**src/rtl/toy_pack.sv**
```systemverilog
// ============================================================================
//  Module      : toy_pack
//  Description : Shared types and sizing constants for the toy branch unit.
//  Revision    : 1.0 - initial release
// ============================================================================
`default_nettype none

package toy_pack;

    localparam int BTQ_DEPTH  = 8;
    localparam int BTQ_WR_NUM = 2;

    // One predicted fetch block handed from bp2 to the fetch filter.
    typedef struct packed {
        logic [31:0] pc;
        logic [7:0]  tag;
    } bpu_pkg;

endpackage : toy_pack

`default_nettype wire

```
**src/rtl/toy_bpu_btq_lane_cmp.sv**
```systemverilog
// ============================================================================
//  Module      : toy_bpu_btq_lane_cmp
//  Description : Prefix count of eligible bp2 lanes: per-lane write offset
//                and the total number of entries written this cycle.
//  Revision    : 1.0 - initial release
// ============================================================================
`default_nettype none

module toy_bpu_btq_lane_cmp #(
    parameter int WR_NUM = 2,
    parameter int OFF_W  = 3,
    parameter int CNT_W  = 4
) (
    input  logic [WR_NUM-1:0]            lane_vld,
    input  logic [WR_NUM-1:0]            lane_chgflw,
    output logic [WR_NUM-1:0]            lane_elig,
    output logic [WR_NUM-1:0][OFF_W-1:0] lane_off,
    output logic [CNT_W-1:0]             lane_nwr
);

    logic [CNT_W-1:0] w_acc;

    assign lane_elig = lane_vld & ~lane_chgflw;

    // Exclusive prefix sum: each lane's offset is the count of eligible lanes below it.
    always_comb begin
        w_acc    = '0;
        lane_off = '0;
        for (int i = 0; i < WR_NUM; i++) begin
            lane_off[i] = w_acc[OFF_W-1:0];
            w_acc       = w_acc + CNT_W'(lane_elig[i]);
        end
        lane_nwr = w_acc;
    end

endmodule : toy_bpu_btq_lane_cmp

`default_nettype wire

```
**src/rtl/toy_bpu_btq.sv**
```systemverilog
// ============================================================================
//  Module      : toy_bpu_btq
//  Description : Branch target queue between bp2 and the fetch filter; takes
//                up to WR_NUM compacted lanes per cycle, drains one per cycle.
//  Revision    : 1.0 - initial release
// ============================================================================
`default_nettype none

module toy_bpu_btq
    import toy_pack::*;
#(
    parameter int DEPTH  = BTQ_DEPTH,
    parameter int WR_NUM = BTQ_WR_NUM
) (
    input  logic                     clk,
    input  logic                     rst,
    input  logic [WR_NUM-1:0]        bpdec_bp2_vld,
    input  logic [WR_NUM-1:0]        bpdec_bp2_chgflw,
    input  bpu_pkg [WR_NUM-1:0]      bpdec_bp2_pld,
    output logic                     bpdec_bp2_rdy,
    input  logic                     filter_rdy,
    output logic                     filter_vld,
    output bpu_pkg                   filter_pld,
    output logic [$clog2(DEPTH):0]   btq_cnt,
    input  logic                     fe_ctrl_flush
);

    localparam int PW    = $clog2(DEPTH);
    localparam int CNT_W = PW + 1;

    logic [CNT_W-1:0]            r_rd_ptr;
    logic [CNT_W-1:0]            r_wr_ptr;
    logic [CNT_W-1:0]            r_cnt;
    bpu_pkg                      r_mem [DEPTH];

    logic [WR_NUM-1:0]           w_elig;
    logic [WR_NUM-1:0][PW-1:0]   w_off;
    logic [CNT_W-1:0]            w_lane_nwr;
    logic [CNT_W-1:0]            w_nwr;
    logic [CNT_W-1:0]            w_free;
    logic [PW-1:0]               w_wr_idx [WR_NUM];
    logic                        w_enq;
    logic                        w_deq;

    toy_bpu_btq_lane_cmp #(
        .WR_NUM (WR_NUM),
        .OFF_W  (PW),
        .CNT_W  (CNT_W)
    ) u_lane_cmp (
        .lane_vld    (bpdec_bp2_vld),
        .lane_chgflw (bpdec_bp2_chgflw),
        .lane_elig   (w_elig),
        .lane_off    (w_off),
        .lane_nwr    (w_lane_nwr)
    );

    // Ready looks only at registered occupancy so the producer sees no comb path.
    assign w_free        = CNT_W'(DEPTH) - r_cnt;
    assign bpdec_bp2_rdy = (w_free >= CNT_W'(WR_NUM));

    assign w_enq      = bpdec_bp2_rdy & ~fe_ctrl_flush;
    assign w_nwr      = w_enq ? w_lane_nwr : '0;
    assign filter_vld = (r_cnt != '0) & ~fe_ctrl_flush;
    assign w_deq      = filter_vld & filter_rdy;

    assign btq_cnt    = r_cnt;
    assign filter_pld = r_mem[r_rd_ptr[PW-1:0]];

    generate
        for (genvar g = 0; g < WR_NUM; g++) begin : g_wr_idx
            assign w_wr_idx[g] = r_wr_ptr[PW-1:0] + w_off[g];
        end
    endgenerate

    always_ff @(posedge clk) begin
        if (rst || fe_ctrl_flush) begin
            r_rd_ptr <= '0;
            r_wr_ptr <= '0;
            r_cnt    <= '0;
        end else begin
            r_wr_ptr <= r_wr_ptr + w_nwr;
            r_rd_ptr <= r_rd_ptr + CNT_W'(w_deq);
            r_cnt    <= r_cnt + w_nwr - CNT_W'(w_deq);
        end
    end

    // Payload store carries no reset; validity comes from the pointers alone.
    always_ff @(posedge clk) begin
        for (int i = 0; i < WR_NUM; i++) begin
            if (!rst && w_enq && w_elig[i]) begin
                r_mem[w_wr_idx[i]] <= bpdec_bp2_pld[i];
            end
        end
    end

endmodule : toy_bpu_btq

`default_nettype wire

```
**config.mk**
```make
export PLATFORM = sky130hd
export DESIGN_NAME = toy_bpu_btq
export DESIGN_NICKNAME = d
export VERILOG_FILES = /design/src/rtl/toy_pack.sv /design/src/rtl/toy_bpu_btq_lane_cmp.sv /design/src/rtl/toy_bpu_btq.sv
export SDC_FILE = /design/constraint.sdc
export NUM_CORES = 1
export LEC_CHECK = 0
export ABC_AREA = 0
export BUFFER_PORTS_ARGS = -buffer_cell sky130_fd_sc_hd__buf_2
export CAP_MARGIN = 20
export CORE_MARGIN = 5
export CORE_UTILIZATION = 45
export DETAILED_ROUTE_END_ITERATION = 10
export HOLD_SLACK_MARGIN = 0.02
export PLACE_DENSITY = 0.72
export SLEW_MARGIN = 20
export SYNTH_ARGS = -nofsm -noshare
export SYNTH_HDL_FRONTEND = slang
export SYNTH_SLANG_ARGS = --single-unit
```
**constraint.sdc**
```tcl
create_clock -name clk -period 10.1 [get_ports clk]
set_input_delay 3.03 -clock clk [delete_from_list [all_inputs] [get_ports clk]]
set_output_delay 3.03 -clock clk [all_outputs]
set_load 0.005 [all_outputs]
```
Yosys cells after proc, flatten, opt, wreduce, memory -nomap -nowiden
Memory sizes are Yosys's and may differ from the RTL's. A register that Yosys moved wholly into a read port is not among the register bits.
Index checks and enable logic that the tools add are counted.
Storage, ports and cells
  flip-flop bits (word level): 12
  latch bits: 0
  RAM bits: 320
  memory bits (read-only): 0
  input bits: 88
  output and inout bits: 46
  logic and storage cells: 30
  memories: 1
Operators by class
  add/sub/neg operators: 7
  multipliers: 0
  div/mod/pow operators: 0
  magnitude comparators: 1
  eq/ne operators: 0
  shift-type cells: 0
  muxes and demuxes: 6
  bitwise operators: 6
  reductions and logical operators: 6
Memory list
  r_mem: words 8, bits a word 40, read ports 1, clocked after Yosys merged registers in 1, write ports 2, RTL line toy_bpu_btq.sv:34  | bpu_pkg r_mem [DEPTH];
Operators by type and width (number)
  $add 4x4->4: 2
  $add 4x1->4: 1
  $ge 4x2->1 const B: 1
  $mux 1: 4
  $mux 4: 1
  $reduce_bool 4->1: 1
  $sub 4x1->4: 1
  $sub 4x4->4 const A: 1
  $add 3x1->3: 1
  $and 1x1->1: 3
  $logic_and 1x1->1: 3
  $mux 3: 1
  $add 1x1->2: 1
  $and 2x2->2: 1
  $not 2->2: 1
  $logic_not 1->1: 1
  $logic_or 1x1->1: 1
  $not 1->1: 1

Depth between registers and ports, before layout
Gate-level depths: netlist of run 1.
  depth in word-level cells: 7
  depth in mapped cells: 13
  depth with buffers taken out: 13

Hierarchy
From an unflattened synthesis of run 1, not the netlist that was laid out.
Unflattened totals
  cell total of the unflattened synthesis: 939
  area total of the unflattened synthesis: 16943.8 um2
Modules (own cells, without submodules)
  toy_bpu_btq: instances 1, cells an instance 927, area each 16839.9 um2
  toy_bpu_btq_lane_cmp: instances 1, cells an instance 12, area each 103.8 um2

Worst setup path after synthesis of run 1
Ideal clock, no wire load.
  path type: input port to flip-flop
  start: input bpdec_bp2_vld[0]
  end: memory r_mem[0][0] in the netlist's numbering (enable)
  setup time: 0.498 ns
  data arrival time: 6.532 ns
  data required time: 9.602 ns
  setup slack: 3.070 ns
  stages on the path: 4
  path through: nor2b_1 and2_1 nand3_1 o31ai_1
RTL lines
  start, declared: RTL line toy_bpu_btq.sv:17  | input logic [WR_NUM-1:0] bpdec_bp2_vld,
  end, declared: RTL line toy_bpu_btq.sv:34

Worst setup path after layout of run 1
  start: input fe_ctrl_flush
  end: output filter_vld
On the way
  word-level cells in the longest chain between the ends: 2
RTL lines
  start, declared: RTL line toy_bpu_btq.sv:25  | input logic fe_ctrl_flush
  $not 1->1: RTL line toy_bpu_btq.sv:63  | assign filter_vld = (r_cnt != '0) & ~fe_ctrl_flush;
  $and 1x1->1: RTL line toy_bpu_btq.sv:63
  end, declared: RTL line toy_bpu_btq.sv:22  | output logic filter_vld,
No other way between the ends.

==> impl_metrics.yaml, run 1 <==
worst_setup_path:
  path_common_cell: "buf_2"
  arrival_ns: 3.45
  cp-start-kind: "input port"
  required_ns: 7.07
  worstSetupPathType: "input port to primary output"
  crit_chain: "buf_2, a21oi_1, buf_2"
  cp_slowest_cell: "a21oi_1"
  endpoint_kind: "primary output"
  critPathMaxStageDelay_ns: 0.15
  worstPathMaxFanout: 6
pwr:
  leakage_uw: 0.00647
  ir_drop_mv: 0.0919
  p_per_area_mw_per_mm2: 156
cts:
  cts_setup_buffers: 0
  ctsHoldBuffers: 0
  cts_buffer_depth: 3
  cts.clk_slew.worst_paths_ns: 0.06
  root_buffer: "clkbuf_16"
  cts_made_buffers: 37
  ctsHtreeMaxLevel: 2
  cts_resized: 0
  cts_tree: "built"
  clk_latency_ns: 0.52
  clock-sinks: 330
place:
  place.gp.congestion: 0.744
  portBuffers: 133
  dp_hpwl_mm: 22.5
  dpl_cell_area_mm2: 0.0181
layout:
  fin_nets: 1158
  final_core_util_pct: 51.5
  fill_cells: 3040
  stdcell_area_mm2: 0.0192
  area_growth_pct: 13.9
  drive_gt1_share_pct: 59.5
yosys:
  syn_inst: 923
  synth_warnings: 0
  netlist_top_cells_area: "edfxtp_1 (57%), mux2_2 (20%), mux4_2 (11%)"
  async_flop_share_pct: 0
  synthesis.area_mm2: 0.0169
  synth.ff_latch_count: 330
  synth_seq_area_share_pct: 58.0
  syn_nets: 1027
  synth_ff_type: "edfxtp_1"
  ys_types: 43
  syn-mean-instance-area_um2: 18.3
  synth_area_leader_cell: "edfxtp_1"
  synth_edf_count: 320
  synth_top_area_share_pct: 56.9
drt:
  drc: 0
  dr.pass1.iters: 5
  vias: 9044
  viasPerCell: 5.68
  post_drt_wl_per_cell_um: 24.6
  drt_wl_total_mm: 39.3
  ant_nets: 0
  drt_first_iter_violations: 669
die:
  initial_core_util_pct: 45.2
  die_x_um: 204
  dieArea_mm2: 0.0415
  row_count: 71
  die_y_um: 204
  io_pins: 134
  coreArea_mm2: 0.0374
timing:
  post-route-period-util_pct: 64.1
  slew_viol_final: 0
  fin_crit_ns: 6.48
  fmax_mhz: 154
  setup_violations: 0
  slew_headroom_pct: 35.9
  hold_viol_final: 0
  tns_ns: 0
  worstMarginPinSlew_ns: 0.961
  finalClockSkew_ns: 0.0193
  hold_slack_ns: 0.680
  rsz0062_at_grt: "no"
global_route:
  grt.overflow.total: 0
  grt_pass1_wl_mm: 60.3
  track_usage_pct: 18.9
  grt_max_degree: 51
  top_usage_layer: "met2"
  met3_usage_pct: 3.85
  grtUsageMet2_pct: 31.1
  first_global_vias: 9602
  grt_antenna_before_repair: 10
  met1_usage_pct: 26.7
job:
  cap_violations: 0
worst_hold_path:
  min_path_type: "register to register"
status:
  status: "complete, no violations"
[state kept, by name, summed over array words and instances, names as in the netlist]
name and cells:
r_rd_ptr 3, btq_cnt 4, r_mem 320, r_wr_ptr 3
[synthesized netlist by cell type, types with 2 or more instances]
library cell	number
mux4_2	80
inv_1	11
and2_1	7
o21ai_0	4
mux2_2	302
clkbuf_1	16
ha_1	14
edfxtp_1	320
nand3_1	4
buf_2	25
nand2b_1	2
nand2_1	4
buf_6	8
buf_4	9
nor3_4	2
nand3_2	2
nor2_1	12
mux2_1	19
o21bai_1	2
fa_1	2
xor2_1	3
nor2b_1	3
a21oi_1	3
mux2_4	39
xnor2_1	3
dfxtp_1	10
[routing by layer]
metal,wire [µm],vias up
li1,-,4027
met1,17200,4735
met2,19300,216
met3,2240,52
met4,507,14
met5,74,-
[cell families after synthesis]
logic type      after synthesis  synth area share [%]
fa+ha+maj                    16                  1.27
flops                       330                  58.0
mux                         440                  35.5
simple gates                 48                  2.04
buf+inv                      70                  2.32
xor+xnor                      6                 0.311
compound gates               13                 0.496
[critical path: cells and delay by family]
kind / cells / cell delay [ns]
compound gates: 1 / 0.15
buf+inv: 2 / 0.27
[final cells by class]
cell class,instances,area [µm²],area share [%]
well taps,511,639,3.32
diodes,3,7.51,0.0390
inverters,12,50.0,0.260
repair buffers,150,813,4.23
flip-flops and latches,330,9820,51.0
clock inverters,14,124,0.644
multi-input cells,523,6810,35.4
clock buffers,50,985,5.12
[cell usage in the layout (no fill, tap or decap), types with 3 or more instances in the layout]
| cell type | count |
|---|---|
| edfxtp_1 | 320 |
| mux2_2 | 302 |
| buf_2 | 133 |
| mux4_2 | 80 |
| mux2_4 | 39 |
| clkbuf_16 | 37 |
| mux2_1 | 19 |
| buf_4 | 16 |
| ha_1 | 14 |
| clkbuf_1 | 12 |
| inv_1 | 11 |
| nor2_1 | 11 |
| and2_1 | 7 |
| dfxtp_1 | 7 |
| clkinv_1 | 5 |
| nand2_1 | 4 |
| nand3_1 | 4 |
| clkinv_2 | 4 |
| diode_2 | 3 |
| nor2b_1 | 3 |
| xor2_1 | 3 |
| xnor2_1 | 3 |
| o21ai_4 | 3 |
[power breakdown]
part           switching, µW  leakage, µW  internal, µW
Combinational            111      0.00297           115
Clock                    518     0.000538           734
Sequential              7.57      0.00296          1520
[per-stage QoR]
step / total power (µW) / worst slack [ns] / instances
4_1_cts: 3030 / 3.53 / 1589
5_1_grt: 3120 / 3.59 / 1592
3_3_place_gp: 1770 / 3.63 / 1525
6_report: 3000 / 3.62 / 1593
3_5_place_dp: 1780 / 3.61 / 1525
2_1_floorplan: 1690 / 3.07 / 923
[path summary, 6_finish.rpt]
| kind | endpoint | cells past startpoint | slack, ns | startpoint |
|---|---|---|---|---|
| worst max register to register | r_mem[6][34] | 9 | 6.51 | btq_cnt[1] |
| worst max-delay path | filter_vld | 3 | 3.62 | fe_ctrl_flush |
| worst min register to register | btq_cnt[0] | 2 | 0.68 | btq_cnt[0] |
| worst min-delay path | btq_cnt[0] | 2 | 0.68 | btq_cnt[0] |
Note: power is estimated with default switching activity, not from simulation.
==> inputs of run 2 (changes only) <==
--- a/config.mk
+++ b/config.mk
@@ -12,7 +12,7 @@
 export CORE_UTILIZATION = 45
 export DETAILED_ROUTE_END_ITERATION = 10
 export HOLD_SLACK_MARGIN = 0.02
-export PLACE_DENSITY = 0.72
+export PLACE_DENSITY = 0.74
 export SLEW_MARGIN = 20
 export SYNTH_ARGS = -nofsm -noshare
 export SYNTH_HDL_FRONTEND = slang
==> constraint.sdc (replaced) <==
create_clock -name clk -period 5.42 [get_ports clk]
set_input_delay 1.626 -clock clk [delete_from_list [all_inputs] [get_ports clk]]
set_output_delay 1.626 -clock clk [all_outputs]
set_load 0.005 [all_outputs]
==> run 2 against run 1 <==
Setup slack worse by 2.5 ns. Wire length is 1.3% higher. Hold slack worse by 0.021 ns. Clock skew is 0.0067 ns lower. Non-clock buffer count is 16 higher. Design area is 0.79% higher. Via count is 1.2% higher. Final cell count is 1.1% higher. Combinational power is 88% higher.
==> impl_metrics.yaml, run 2 (synthesized netlist as in run 1, its figures left out) <==
status:
  status: "complete, no violations"
die:
  io_pins: 134
  initial_core_util_pct: 45.2
  coreArea_mm2: 0.0374
  dieArea_mm2: 0.0415
  die_x_um: 204
  row_count: 71
  die_y_um: 204
worst_setup_path:
  endpoint_kind: "primary output"
  r2r_start: "btq_cnt[1]"
  critPathMaxStageDelay_ns: 0.82
  cp-start-kind: "register"
  arrival_ns: 2.68
  reg2reg_depth: 8
  path_delay_family: "multiplexers"
  cp_slowest_cell: "dfxtp_4"
  rrSetupSlack_ns: 2.10
  required_ns: 3.79
  path_buf_inv: 2
  crit_chain: "buf_4, mux4_2, mux2_2, buf_2"
  worstSetupPathType: "register to primary output"
  rr_endpoint: "r_mem[6][32]"
  worstPathMaxFanout: 32
pwr:
  cellInternalPower_uw: 4380
  leakage_uw: 0.00656
  p_per_area_mw_per_mm2: 287
  p_seq_share_pct: 51.0
  pwr-share-comb_pct: 7.6
  p_sw_uw: 1190
  p_sw_share_pct: 21.4
  clockPowerShare_pct: 41.4
  ir_drop_mv: 0.179
global_route:
  grt_antenna_before_repair: 12
  grt.overflow.total: 0
  first_global_vias: 9871
  grt_max_degree: 66
  grt_pass1_wl_mm: 61.7
  track_usage_pct: 19.3
drt:
  drt_wl_total_mm: 39.8
  post_drt_wl_per_cell_um: 24.7
  dr.pass1.iters: 7
  drt_first_iter_violations: 776
  ant_nets: 0
  vias: 9155
  drc: 0
  viasPerCell: 5.69
cts:
  cts.clk_slew.worst_paths_ns: 0.05
  ctsHtreeMaxLevel: 2
  root_buffer: "clkbuf_16"
  cts_setup_buffers: 0
  ctsHoldBuffers: 0
  cts_buffer_depth: 3
  cts_resized: 0
  clock-sinks: 330
  cts_made_buffers: 36
  clk_latency_ns: 0.52
  cts_tree: "built"
worst_hold_path:
  min_path_type: "register to register"
  hold_end: "btq_cnt[0]"
  holdPathStages: 2
  min_from: "btq_cnt[0]"
timing:
  hold_viol_final: 0
  rsz0062_at_grt: "no"
  fmax_mhz: 232
  tns_ns: 0
  post-route-period-util_pct: 79.4
  worstMarginPinSlew_ns: 1.02
  slew_headroom_pct: 31.8
  slew_viol_final: 0
  setup_violations: 0
  fin_crit_ns: 4.30
  finalClockSkew_ns: 0.0126
layout:
  final_core_util_pct: 51.9
  final_cell_mix: "edfxtp_1 (320), mux2_2 (302), buf_2 (133)"
  largest_reg_flops: 320
  fin_nets: 1173
  drive_gt1_share_pct: 60.1
  area_growth_pct: 14.8
  layout.cells.most_common: "edfxtp_1"
  fin_cells: 1610
job:
  cap_violations: 0
place:
  dp_hpwl_mm: 24.1
  dp_cells: 1542
  place.gp.congestion: 0.773
  portBuffers: 133
-- run 2: changes by cell type in the layout (fill, tap and decap cells not counted), sizes merged --
| cell | delta |
|---|---|
| buf | +16 |
| bufinv | -1 |
| inv | -1 |
| clkinv | +3 |
| clkinvlp | -1 |
| diode | +1 |
-- run 2: worst max path at each step --
stage                              startpoint              to  slack, ns  cells after the start
after detailed placement  bpdec_bp2_chgflw[0]    r_mem[5][11]       0.83                      9
after CTS                         r_rd_ptr[0]  filter_pld[24]       1.01                      4
after global routing              r_rd_ptr[0]  filter_pld[23]       0.94                      4
final                             r_rd_ptr[0]  filter_pld[24]       1.12                      4
after floorplan              bpdec_bp2_vld[0]     r_mem[7][0]       0.27                      6
after global placement    bpdec_bp2_chgflw[0]    r_mem[5][28]       0.98                      9
-- run 2: final cells by class --
cell class              instances  area [µm²]
inverters                      12        50.0
well taps                     511         639
clock buffers                  50         996
clock inverters                14         104
diodes                          4        10.0
repair buffers                166         978
flip-flops and latches        330        9820
fillers                      3021       18000
multi-input cells             523        6800
-- run 2: through the flow --
| step | hold slack, ns | instance area [µm²] | total power (µW) | setup WS (ns) |
|---|---|---|---|---|
| after floorplan | 0.549 | 16900 | 3150 | 0.265 |
| after global placement | 0.641 | 18300 | 3300 | 0.984 |
| after detailed placement | 0.650 | 18300 | 3320 | 0.828 |
| after CTS | 0.667 | 19400 | 5630 | 1.01 |
| after global routing | 0.721 | 19400 | 5760 | 0.938 |
| final | 0.659 | 19400 | 5570 | 1.12 |
-- run 2: metal layers --
metal | vias to the layer above | wire (µm) | track usage (%)
met1 | 4763 | 17200 | 27.3
met3 | 55 | 2610 | 4.23
li1 | 4049 | - | -
met5 | - | 103 | 0
met4 | 16 | 652 | 4.58
met2 | 272 | 19200 | 30.8
-- run 2: power by group through the flow --
stage	registers [µW]	logic, µW	clock network, µW
final	2840	425	2310
after global routing	2840	467	2450
after CTS	2840	429	2360
after detailed placement	2890	426	0
after global placement	2890	412	0
after floorplan	2890	259	0
-- run 2: worst min-delay path, cell delays in order, from the launching register on --
cell	delay (ns)
dfxtp_1	0.38
ha_1	0.15
and2_1	0.10
==> inputs of run 3 (changes only) <==
--- a/config.mk
+++ b/config.mk
@@ -5,14 +5,14 @@
 export SDC_FILE = /design/constraint.sdc
 export NUM_CORES = 1
 export LEC_CHECK = 0
-export ABC_AREA = 0
+export ABC_AREA = 1
 export BUFFER_PORTS_ARGS = -buffer_cell sky130_fd_sc_hd__buf_2
 export CAP_MARGIN = 20
 export CORE_MARGIN = 5
 export CORE_UTILIZATION = 45
 export DETAILED_ROUTE_END_ITERATION = 10
 export HOLD_SLACK_MARGIN = 0.02
-export PLACE_DENSITY = 0.74
+export PLACE_DENSITY = 0.72
 export SLEW_MARGIN = 20
 export SYNTH_ARGS = -nofsm -noshare
 export SYNTH_HDL_FRONTEND = slang
==> constraint.sdc (replaced) <==
create_clock -name clk -period 4.2 [get_ports clk]
set_input_delay 1.26 -clock clk [delete_from_list [all_inputs] [get_ports clk]]
set_output_delay 1.26 -clock clk [all_outputs]
set_load 0.005 [all_outputs]
==> run 3 against run 2 <==
Core utilization shrank 1.2 points. Clock-buffer cell count shrank 5. Flip-flop and latch count is the same. Critical endpoint is now filter_pld[29]. Sequential power grew 29%. Largest cell class unchanged.
==> impl_metrics.yaml, run 3 <==
status:
  status: "complete, no violations"
cts:
  root_buffer: "clkbuf_16"
  ctsHtreeMaxLevel: 2
  cts_buffer_depth: 3
  cts_made_buffers: 35
  cts_setup_buffers: 0
  ctsHoldBuffers: 0
  cts_tree: "built"
  cts_resized: 0
  clk_latency_ns: 0.52
  cts.clk_slew.worst_paths_ns: 0.06
  clock-sinks: 330
timing:
  setup_slack_ns: 0.214
  worstMarginPinSlew_ns: 1.00
  slew_headroom_pct: 33.3
  finalClockSkew_ns: 0.0247
  slew_viol_final: 0
  setup_violations: 0
  fin_crit_ns: 3.99
  post-route-period-util_pct: 94.9
  fmax_mhz: 251
  hold_slack_ns: 0.682
  tns_ns: 0
  rsz0062_at_grt: "no"
  hold_viol_final: 0
die:
  die_x_um: 204
  initial_core_util_pct: 45.3
  die_y_um: 204
  io_pins: 134
  coreArea_mm2: 0.0373
  row_count: 71
  dieArea_mm2: 0.0415
worst_setup_path:
  rrSetupSlack_ns: 1.07
  endpoint: "filter_pld[29]"
  worstPathMaxFanout: 51
  cp_slowest_cell: "dfxtp_4"
  reg2reg_depth: 15
  endpoint_kind: "primary output"
  critPathMaxStageDelay_ns: 0.60
  rr_endpoint: "btq_cnt[2]"
  required_ns: 2.94
  crit_chain: "buf_4, o21ai_0, o21ai_0, a21oi_1, a31oi_1, buf_2"
  path_common_cell: "o21ai_0"
  arrival_ns: 2.73
  worstSetupPathType: "register to primary output"
  r2r_start: "btq_cnt[0]"
  cp-start-kind: "register"
  crit_start: "r_rd_ptr[0]"
layout:
  fin_cells: 2406
  final_cell_mix: "nand2_1 (463), edfxtp_1 (320), o21ai_1 (264)"
  stdcell_area_mm2: 0.0189
  drive_gt1_share_pct: 12.5
  multi_input_area_mm2: 0.00606
  area_growth_pct: 11.9
  layout.cells.most_common: "nand2_1"
  fin_nets: 2013
  fill_cells: 3264
  largest_reg_flops: 320
  register_area_mm2: 0.00981
yosys:
  synth_edf_count: 320
  synth_area_leader_cell: "edfxtp_1"
  syn_nets: 1973
  netlist_top_cells_area: "edfxtp_1 (57%), nand2_1 (10%), o21ai_1 (7.9%)"
  synth.ff_latch_count: 330
  syn_inst: 1869
  async_flop_share_pct: 0
  synthesis.area_mm2: 0.0169
  synth_seq_area_share_pct: 58.1
  syn-mean-instance-area_um2: 9.03
  ys_types: 27
  synth_warnings: 0
  synth_ff_type: "edfxtp_1"
  synth_common_cells: "nand2_1 (465), edfxtp_1 (320), o21ai_1 (266), nor2_1 (225), o21ai_0 (221)"
  synth_top_area_share_pct: 56.9
  yosysMostFrequentCell: "nand2_1"
drt:
  dr.pass1.iters: 6
  drt_wl_total_mm: 46.8
  drc: 0
  viasPerCell: 5.59
  vias: 13500
  ant_nets: 0
  drt_first_iter_violations: 1495
  post_drt_wl_per_cell_um: 19.4
worst_hold_path:
  min_path_type: "register to register"
place:
  place.gp.congestion: 0.803
  portBuffers: 133
  dp_cells: 2346
  dpl_cell_area_mm2: 0.0179
  dpl_worst_slack_ns: 0.618
  dp_hpwl_mm: 26.9
pwr:
  ir_drop_mv: 0.248
  leakage_uw: 0.00749
  p_per_area_mw_per_mm2: 374
job:
  cap_violations: 0
global_route:
  grt_pass1_wl_mm: 73.0
  first_global_vias: 13000
  track_usage_pct: 22.2
  grt_antenna_before_repair: 3
  grt.overflow.total: 0
  grt_max_degree: 83
run 3: cells by family after synthesis:
group	synth area share, %
adders and majority gates	1.27
AOI/OAI and AO/OA	17.2
xor gates and xnor gates	0.156
and+or+nand+nor	16.8
buffers and inverters	6.52
DFF	58.1
run 3: how the worst min path moves through the flow:
| stage | startpoint | endpoint | cells past startpoint |
|---|---|---|---|
| after floorplan | r_rd_ptr[0] | r_rd_ptr[0] | 3 |
| after global placement | btq_cnt[0] | btq_cnt[0] | 3 |
| after detailed placement | btq_cnt[0] | btq_cnt[0] | 3 |
| after CTS | btq_cnt[0] | btq_cnt[0] | 3 |
| after global routing | btq_cnt[0] | btq_cnt[0] | 3 |
| final | btq_cnt[0] | btq_cnt[0] | 3 |
run 3: report_power, final:
| part | switching [µW] | internal [µW] |
|---|---|---|
| clock network | 1230 | 1630 |
| logic | 361 | 190 |
| registers | 12.4 | 3640 |
run 3: stage by stage:
| stage | power, µW | utilization (%) |
|---|---|---|
| final | 7070 | 50.6 |
| after global routing | 7330 | 50.6 |
| after CTS | 7100 | 50.6 |
| after detailed placement | 4280 | 47.8 |
| after global placement | 4250 | 47.8 |
| after floorplan | 4100 | - |
run 3: cell type report:
type | count | share of cell area (%)
sequential | 330 | 52.0
clock inverter | 12 | 0.503
multi-input combinational | 1300 | 32.1
antenna | 3 | 0.0397
inverter | 72 | 1.44
timing repair buffer | 170 | 5.86
tap | 474 | 3.14
clock buffer | 45 | 4.94
run 3: worst max-delay path, delay by kind of cell (launching register included):
kind,cells,cell delay [ns]
AOI/OAI and AO/OA,4,0.82
DFF,1,0.60
buffers and inverters,2,0.75
run 3: routing by layer:
metal,GRT usage (%),routed length (µm),vias up
li1,-,-,6495
met2,37.5,23000,529
met4,5.76,862,2
met3,3.42,3320,63
met1,30.3,19600,6371
met5,0,13,-
